==> src/rtl/uart_ctrl_status.sv <==
// uart_ctrl_status
//
// Register file that sits between the peripheral bus and the UART TX/RX
// engines. It holds four registers: CTRL, STATUS, IRQ_EN and DIV.
// A write to CTRL or DIV only lands in a shadow copy first. The shadow is
// copied into the active configuration in the first cycle where both
// engines are idle. This way a frame never sees its baud rate or parity
// change part-way through.
//
// Register map (i_Paddr):
//   0 CTRL   [2:0] baud sel, [4:3] parity, [5] custom divisor, [6] TX en, [7] RX en
//            (reads back the shadow copy)
//   1 STATUS [0] tx busy, [1] rx full, [2] overrun, [3] parity err,
//            [4] frame err, [5] tx done, [6] cfg pending
//            Writing 1 to bits [5:2] clears those sticky flags.
//   2 IRQ_EN [4:0] rx_full, overrun, parity, frame, tx_done
//   3 DIV    custom divisor (a written 0 is stored as 1; reads the shadow)
//
// Optional feature macro: STATUS_IRQ_EN
//   defined   - IRQ_EN register, tx_done tracking and o_Irq are present.
//   undefined - IRQ_EN reads 0 and ignores writes, STATUS[5] reads 0,
//               and o_Irq is tied low.
//
// Ports:
//   i_Pclk, i_Reset          clock, synchronous active-high reset
//   i_Enable, i_Pwrite       one-cycle bus strobe, 1 = write
//   i_Paddr, i_Data          register select, write data
//   o_Rdata, o_Ready         registered read data, access acknowledge pulse
//   i_Tx_Busy, i_Rx_Busy     engine activity (gate the config apply)
//   i_Rx_Full                RX holding register occupied (level)
//   i_Rx_Overrun, i_Parity_Err, i_Frame_Err   one-cycle error events
//   o_Baud, o_Parity         active divisor and parity mode
//   o_Tx_En, o_Rx_En         active engine enables
//   o_Cfg_Applied            pulse when the shadow config becomes active
//   o_Irq                    registered interrupt level
module uart_ctrl_status #(
    parameter int CLK_HZ = 10000000,
    parameter int DIV_W  = 16,
    parameter int DATA_W = 16
) (
    input  logic              i_Pclk,
    input  logic              i_Reset,
    input  logic              i_Enable,
    input  logic              i_Pwrite,
    input  logic [1:0]        i_Paddr,
    input  logic [DATA_W-1:0] i_Data,
    output logic [DATA_W-1:0] o_Rdata,
    output logic              o_Ready,
    input  logic              i_Tx_Busy,
    input  logic              i_Rx_Busy,
    input  logic              i_Rx_Full,
    input  logic              i_Rx_Overrun,
    input  logic              i_Parity_Err,
    input  logic              i_Frame_Err,
    output logic [DIV_W-1:0]  o_Baud,
    output logic [1:0]        o_Parity,
    output logic              o_Tx_En,
    output logic              o_Rx_En,
    output logic              o_Cfg_Applied,
    output logic              o_Irq
);

    localparam logic [1:0] ADDR_CTRL   = 2'd0;
    localparam logic [1:0] ADDR_STATUS = 2'd1;
    localparam logic [1:0] ADDR_IRQ_EN = 2'd2;
    localparam logic [1:0] ADDR_DIV    = 2'd3;

    localparam logic [7:0]       CTRL_RESET = 8'h03;
    localparam logic [DIV_W-1:0] DIV_ONE    = DIV_W'(1);

    // Clocks-per-bit for each standard rate, truncated to the port width.
    function automatic logic [DIV_W-1:0] rate_div(input int sel);
        int rate;
        case (sel)
            0:       rate = 1200;
            1:       rate = 2400;
            2:       rate = 4800;
            3:       rate = 9600;
            4:       rate = 19200;
            5:       rate = 38400;
            6:       rate = 57600;
            default: rate = 115200;
        endcase
        return DIV_W'(CLK_HZ / rate);
    endfunction

    logic [DIV_W-1:0] baud_tab [8];

    genvar gi;
    generate
        for (gi = 0; gi < 8; gi++) begin : g_baud_tab
            assign baud_tab[gi] = rate_div(gi);
        end
    endgenerate

    // Register state
    logic [7:0]        shadow_ctrl_reg;
    logic [7:0]        active_ctrl_reg;
    logic [DIV_W-1:0]  shadow_div_reg;
    logic [DIV_W-1:0]  active_div_reg;
    logic              pending_reg;
    logic              overrun_reg;
    logic              parity_reg;
    logic              frame_reg;
    logic [DATA_W-1:0] rdata_reg;
    logic              ready_reg;
    logic              cfg_applied_reg;

    // Bus decode
    logic wr_stb, rd_stb;
    logic wr_ctrl, wr_div, wr_status, wr_irq_en;
    logic apply_now;
    logic [3:0] w1c;               // clear requests for STATUS[5:2]
    logic [DIV_W-1:0] div_wr_val;
    logic [4:0] irq_en_val;
    logic       tx_done_val;
    logic [6:0] status_word;
    logic [DATA_W-1:0] rdata_next;

    assign wr_stb    = i_Enable & i_Pwrite;
    assign rd_stb    = i_Enable & ~i_Pwrite;
    assign wr_ctrl   = wr_stb && (i_Paddr == ADDR_CTRL);
    assign wr_status = wr_stb && (i_Paddr == ADDR_STATUS);
    assign wr_irq_en = wr_stb && (i_Paddr == ADDR_IRQ_EN);
    assign wr_div    = wr_stb && (i_Paddr == ADDR_DIV);

    // Apply uses the shadow as it stood before this edge. A write landing
    // in the same cycle therefore keeps pending set for the new value.
    assign apply_now = pending_reg & ~i_Tx_Busy & ~i_Rx_Busy;

    assign w1c        = wr_status ? i_Data[5:2] : 4'b0000;
    assign div_wr_val = (i_Data[DIV_W-1:0] == '0) ? DIV_ONE : i_Data[DIV_W-1:0];

    assign status_word = {pending_reg, tx_done_val, frame_reg, parity_reg,
                          overrun_reg, i_Rx_Full, i_Tx_Busy};

    always_comb begin
        rdata_next = '0;
        case (i_Paddr)
            ADDR_CTRL:   rdata_next[7:0]       = shadow_ctrl_reg;
            ADDR_STATUS: rdata_next[6:0]       = status_word;
            ADDR_IRQ_EN: rdata_next[4:0]       = irq_en_val;
            default:     rdata_next[DIV_W-1:0] = shadow_div_reg;
        endcase
    end

    always_ff @(posedge i_Pclk) begin
        if (i_Reset) begin
            shadow_ctrl_reg <= CTRL_RESET;
            active_ctrl_reg <= CTRL_RESET;
            shadow_div_reg  <= DIV_ONE;
            active_div_reg  <= DIV_ONE;
            pending_reg     <= 1'b0;
            overrun_reg     <= 1'b0;
            parity_reg      <= 1'b0;
            frame_reg       <= 1'b0;
            rdata_reg       <= '0;
            ready_reg       <= 1'b0;
            cfg_applied_reg <= 1'b0;
        end else begin
            ready_reg       <= i_Enable;
            cfg_applied_reg <= apply_now;

            if (rd_stb) begin
                rdata_reg <= rdata_next;
            end

            if (apply_now) begin
                active_ctrl_reg <= shadow_ctrl_reg;
                active_div_reg  <= shadow_div_reg;
            end

            if (wr_ctrl) begin
                shadow_ctrl_reg <= i_Data[7:0];
            end
            if (wr_div) begin
                shadow_div_reg <= div_wr_val;
            end
            pending_reg <= (pending_reg & ~apply_now) | wr_ctrl | wr_div;

            // Event beats clear when both arrive together.
            overrun_reg <= (overrun_reg & ~w1c[0]) | i_Rx_Overrun;
            parity_reg  <= (parity_reg  & ~w1c[1]) | i_Parity_Err;
            frame_reg   <= (frame_reg   & ~w1c[2]) | i_Frame_Err;
        end
    end

`ifdef STATUS_IRQ_EN
    logic [4:0] irq_en_reg;
    logic       tx_done_reg;
    logic       tx_busy_d_reg;
    logic       irq_reg;
    logic [4:0] irq_causes;

    assign irq_causes  = {tx_done_reg, frame_reg, parity_reg, overrun_reg, i_Rx_Full};
    assign irq_en_val  = irq_en_reg;
    assign tx_done_val = tx_done_reg;
    assign o_Irq       = irq_reg;

    always_ff @(posedge i_Pclk) begin
        if (i_Reset) begin
            irq_en_reg    <= 5'b0;
            tx_done_reg   <= 1'b0;
            tx_busy_d_reg <= 1'b0;
            irq_reg       <= 1'b0;
        end else begin
            tx_busy_d_reg <= i_Tx_Busy;
            // Falling edge of TX busy marks the end of a transmission.
            tx_done_reg   <= (tx_done_reg & ~w1c[3]) | (tx_busy_d_reg & ~i_Tx_Busy);
            if (wr_irq_en) begin
                irq_en_reg <= i_Data[4:0];
            end
            irq_reg <= |(irq_en_reg & irq_causes);
        end
    end
`else
    assign irq_en_val  = 5'b0;
    assign tx_done_val = 1'b0;
    assign o_Irq       = 1'b0;
`endif

    // Bits that only matter in some builds or widths.
    logic unused_inputs;
    assign unused_inputs = ^{i_Data, w1c, wr_irq_en};

    assign o_Rdata       = rdata_reg;
    assign o_Ready       = ready_reg;
    assign o_Cfg_Applied = cfg_applied_reg;
    assign o_Baud        = active_ctrl_reg[5] ? active_div_reg : baud_tab[active_ctrl_reg[2:0]];
    assign o_Parity      = active_ctrl_reg[4:3];
    assign o_Tx_En       = active_ctrl_reg[6];
    assign o_Rx_En       = active_ctrl_reg[7];

endmodule
==> config.mk <==
export PLATFORM = sky130hd
export DESIGN_NAME = uart_ctrl_status
export DESIGN_NICKNAME = d
export VERILOG_FILES = /design/src/rtl/uart_ctrl_status.sv
export SDC_FILE = /design/constraint.sdc
export NUM_CORES = 1
export LEC_CHECK = 0
export ABC_AREA = 1
export CORE_MARGIN = 2
export CORE_UTILIZATION = 44
export DETAILED_ROUTE_END_ITERATION = 10
export GPL_ROUTABILITY_DRIVEN = 0
export PLACE_DENSITY = 0.77
export SYNTH_ARGS = -nofsm -noshare
export SYNTH_HDL_FRONTEND = slang
export SYNTH_SLANG_ARGS = --single-unit
==> constraint.sdc <==
create_clock -name i_Pclk -period 1 [get_ports i_Pclk]
set_input_delay 0.15 -clock i_Pclk [delete_from_list [all_inputs] [get_ports i_Pclk]]
set_output_delay 0.15 -clock i_Pclk [all_outputs]
set_load 0.1 [all_outputs]
==> flow_summary.ini <==
[placed_design]
port_buffers = 65
hpwl_um = 6230
post_dp_cell_area_um2 = 4480

[sta]
min_period_ns = 1.72
timing.hold.ws_ns = 0.193
report.final.slew_viol_count = 0
setup_violations = 67
finalCritPeriodShare_pct = 172
fin_skew_ns = 0.00728
setup_ws_ns = -0.722
max_freq_ghz = 0.581
rsz0062_at_grt = true
finalHoldViolations = 0

[pwr]
power_mw = 6.40
p_leak_nw = 2.26
pwr_density_cell_nw_per_um2 = 1160
p_sw_share_pct = 31.0
seq_power_share_pct = 46.0
comb_power_share_pct = 21.1
clockPowerShare_pct = 33.0
peakVddDrop_uv = 938
switchingPower_mw = 1.98
internal_power_mw = 4.41

[cts]
clkLatencyLatePin_ns = 0.36
ctsHoldBuffers = 0
cts_max_level = 3
cts_made_buffers = 9
cts_tree = built
clockRootBuffer = clkbuf_8
ctsLongestPathBuffers = 2
clock-sinks = 70
path_clk_slew_ns = 0.07

[cells_and_area]
antennaDiodeCount = 0
layout-drive-gt1-share_pct = 49.3
stdcell_area_um2 = 5530
nets = 541
areaGrowthSynthToFinish_pct = 93.3

[synthesis]
synth_seq_cells = 70
synth_cells = 379
syn_area_um2 = 2860
synth.area.top_cells = dfxtp_1 49%, o21ai_0 8.8%, a21oi_1 8.4%
synthArstFlopShare_pct = 0
synth_top_flop_cell = dfxtp_1
synth_cell_types = 22
synth-edff-count = 0
yosys.area.top_type = dfxtp_1
avgSynthCellArea_um2 = 7.54
yosys_warnings = 0
synth-seq-area-share_pct = 49.0
synth_fp_nets = 411
yosys.area.top_type_share_pct = 49.0

[setup_path]
cp-start-kind = flop
r2r_end = active_div_reg[14]
slowest_stage = dfxtp_2
ff2ff_setup_slack_ns = -0.22
worstSetupEndpointType = output port
crit_chain = buf_4 -> buf_6 -> ha_4 -> nor2_4 -> a211oi_4 -> buf_12
path_class = reg -> out
reg2regPathDepth = 7
slowest_delay_ns = 0.35
critPathMaxFanout = 2
r2r-start = pending_reg
cp.arrival_ns = 1.57
critical_path_required_ns = 0.85

[die]
coreArea_um2 = 6310
io_pins = 67
initial_core_util_pct = 45.3
die_w_um = 84.6
rows = 29
die_height_um = 84.6
dieArea_um2 = 7160

[detailed_routing]
wl_per_cell_um = 21.9
drt-initial-drc-count = 385
drt_pre_antenna_iters = 5
via_per_inst = 5.84
antenna_left = 0
finalWirelength_um = 12900
vias = 3447
drc = 0

[flow_run]
cap_viol_max_count = 0

[global_routing]
grt_pass1_wl_um = 17400
grt_max_degree = 34
grt.total_usage_pct = 31.5
antenna_found_initial = 0
gr-total-overflow = 0
grt_pass1_vias = 3301

[run_status]
violations = setup timing
status = complete, but fails checks

[hold_path]
hold_path_depth = 3
hold_path_end = o_Ready
hold_path.class = in -> reg
hold_start = i_Enable
metal layers:
metal	global-route usage, %	share of wire (%)	up-vias
met2	55.4	51	267
met5	0	0	-
met3	7.18	9.3	87
met4	15.9	6.0	0
met1	35.6	34	1596
li1	-	-	1497
power by group through the flow:
stage	logic, mW	registers, mW	clock network (mW)
6_report	1.35	2.94	2.11
5_1_grt	1.39	2.94	2.25
3_3_place_gp	1.06	2.99	0
2_1_floorplan	0.475	3.09	0
4_1_cts	1.20	2.93	2.01
3_5_place_dp	1.08	2.99	0
Yosys cell counts, types with 2 or more instances:
cell type	count
buf_4	4
ha_1	4
dfxtp_1	70
nor2_4	2
nand2_1	62
clkbuf_1	9
inv_1	42
a21oi_1	48
a211oi_1	2
o211ai_1	7
a22oi_1	8
a31oi_1	6
o21ai_0	50
nand3_1	6
buf_2	7
nor2_1	45
nand2_2	2
through the flow:
step                      TNS [ns]  util, %  setup WS [ns]  instances
after floorplan              -9.92        -          -1.14        379
after global placement      -27.06     70.9         -0.438        549
after detailed placement    -29.76     70.9         -0.490        549
after CTS                   -12.64     82.2         -0.647        583
after global routing        -16.77     87.5         -0.745        590
final                       -14.79     87.5         -0.722        590
cell families (layout without fill, tap and decap cells):
logic type               after synthesis  count (layout)  synth area share, %
AND/OR/NAND/NOR                      119             119                 16.9
AO/OA/AOI/OAI                        121             121                 22.9
other                                  1               1                0.131
buffers and inverters                 64             198                 9.23
adder cells (fa/ha/maj)                4               4                 1.75
flip-flops                            70              70                 49.0
worst max-delay path by stage:
stage	from	end	slack (ns)	cells past startpoint
after floorplan	active_ctrl_reg[1]	o_Baud[0]	-1.14	3
after CTS	active_ctrl_reg[1]	o_Baud[0]	-0.65	5
after global placement	i_Enable	shadow_ctrl_reg[6]	-0.44	7
after detailed placement	i_Enable	shadow_ctrl_reg[2]	-0.49	7
after global routing	active_ctrl_reg[1]	o_Baud[10]	-0.75	6
final	active_ctrl_reg[1]	o_Baud[10]	-0.72	6
critical path: cells and delay by family, from the launching register on:
family,cells,cell delay (ns)
AOI/OAI and AO/OA,1,0.22
buffers and inverters,3,0.45
adders and majority gates,1,0.14
DFF,1,0.35
and+or+nand+nor,1,0.05
placed cells by master, fill, tap and decap left out, types with 9 or more instances in the layout:
cell type and count:
clkbuf_8 11, nand2_1 43, inv_1 30, a21oi_4 10, buf_12 42, dfxtp_2 14
clkdlybuf4s50_1 23, buf_6 13, dfxtp_4 13, dfxtp_1 43, o21ai_2 9, a21oi_2 16
o21ai_0 22, buf_4 50, nor2_1 39, a21oi_1 22, o21ai_4 13, nand2_4 14
cell type report:
class | count | area [um2]
Timing Repair inverter | 2 | 12.5
Tap cell | 77 | 96.3
Clock buffer | 13 | 159
Fill cell | 273 | 788
Inverter | 43 | 206
Clock inverter | 2 | 10.0
Multi-Input combinational cell | 245 | 1800
Timing Repair Buffer | 138 | 1780
Sequential cell | 70 | 1470
what timing repair did:
action                                  CTS  global route
gates cloned                              5             1
pin swaps                                34            19
endpoints found under the setup margin   99            73
setup buffers                            15             8
gates resized for setup                 127            61
(Power assumes the default switching activity.)
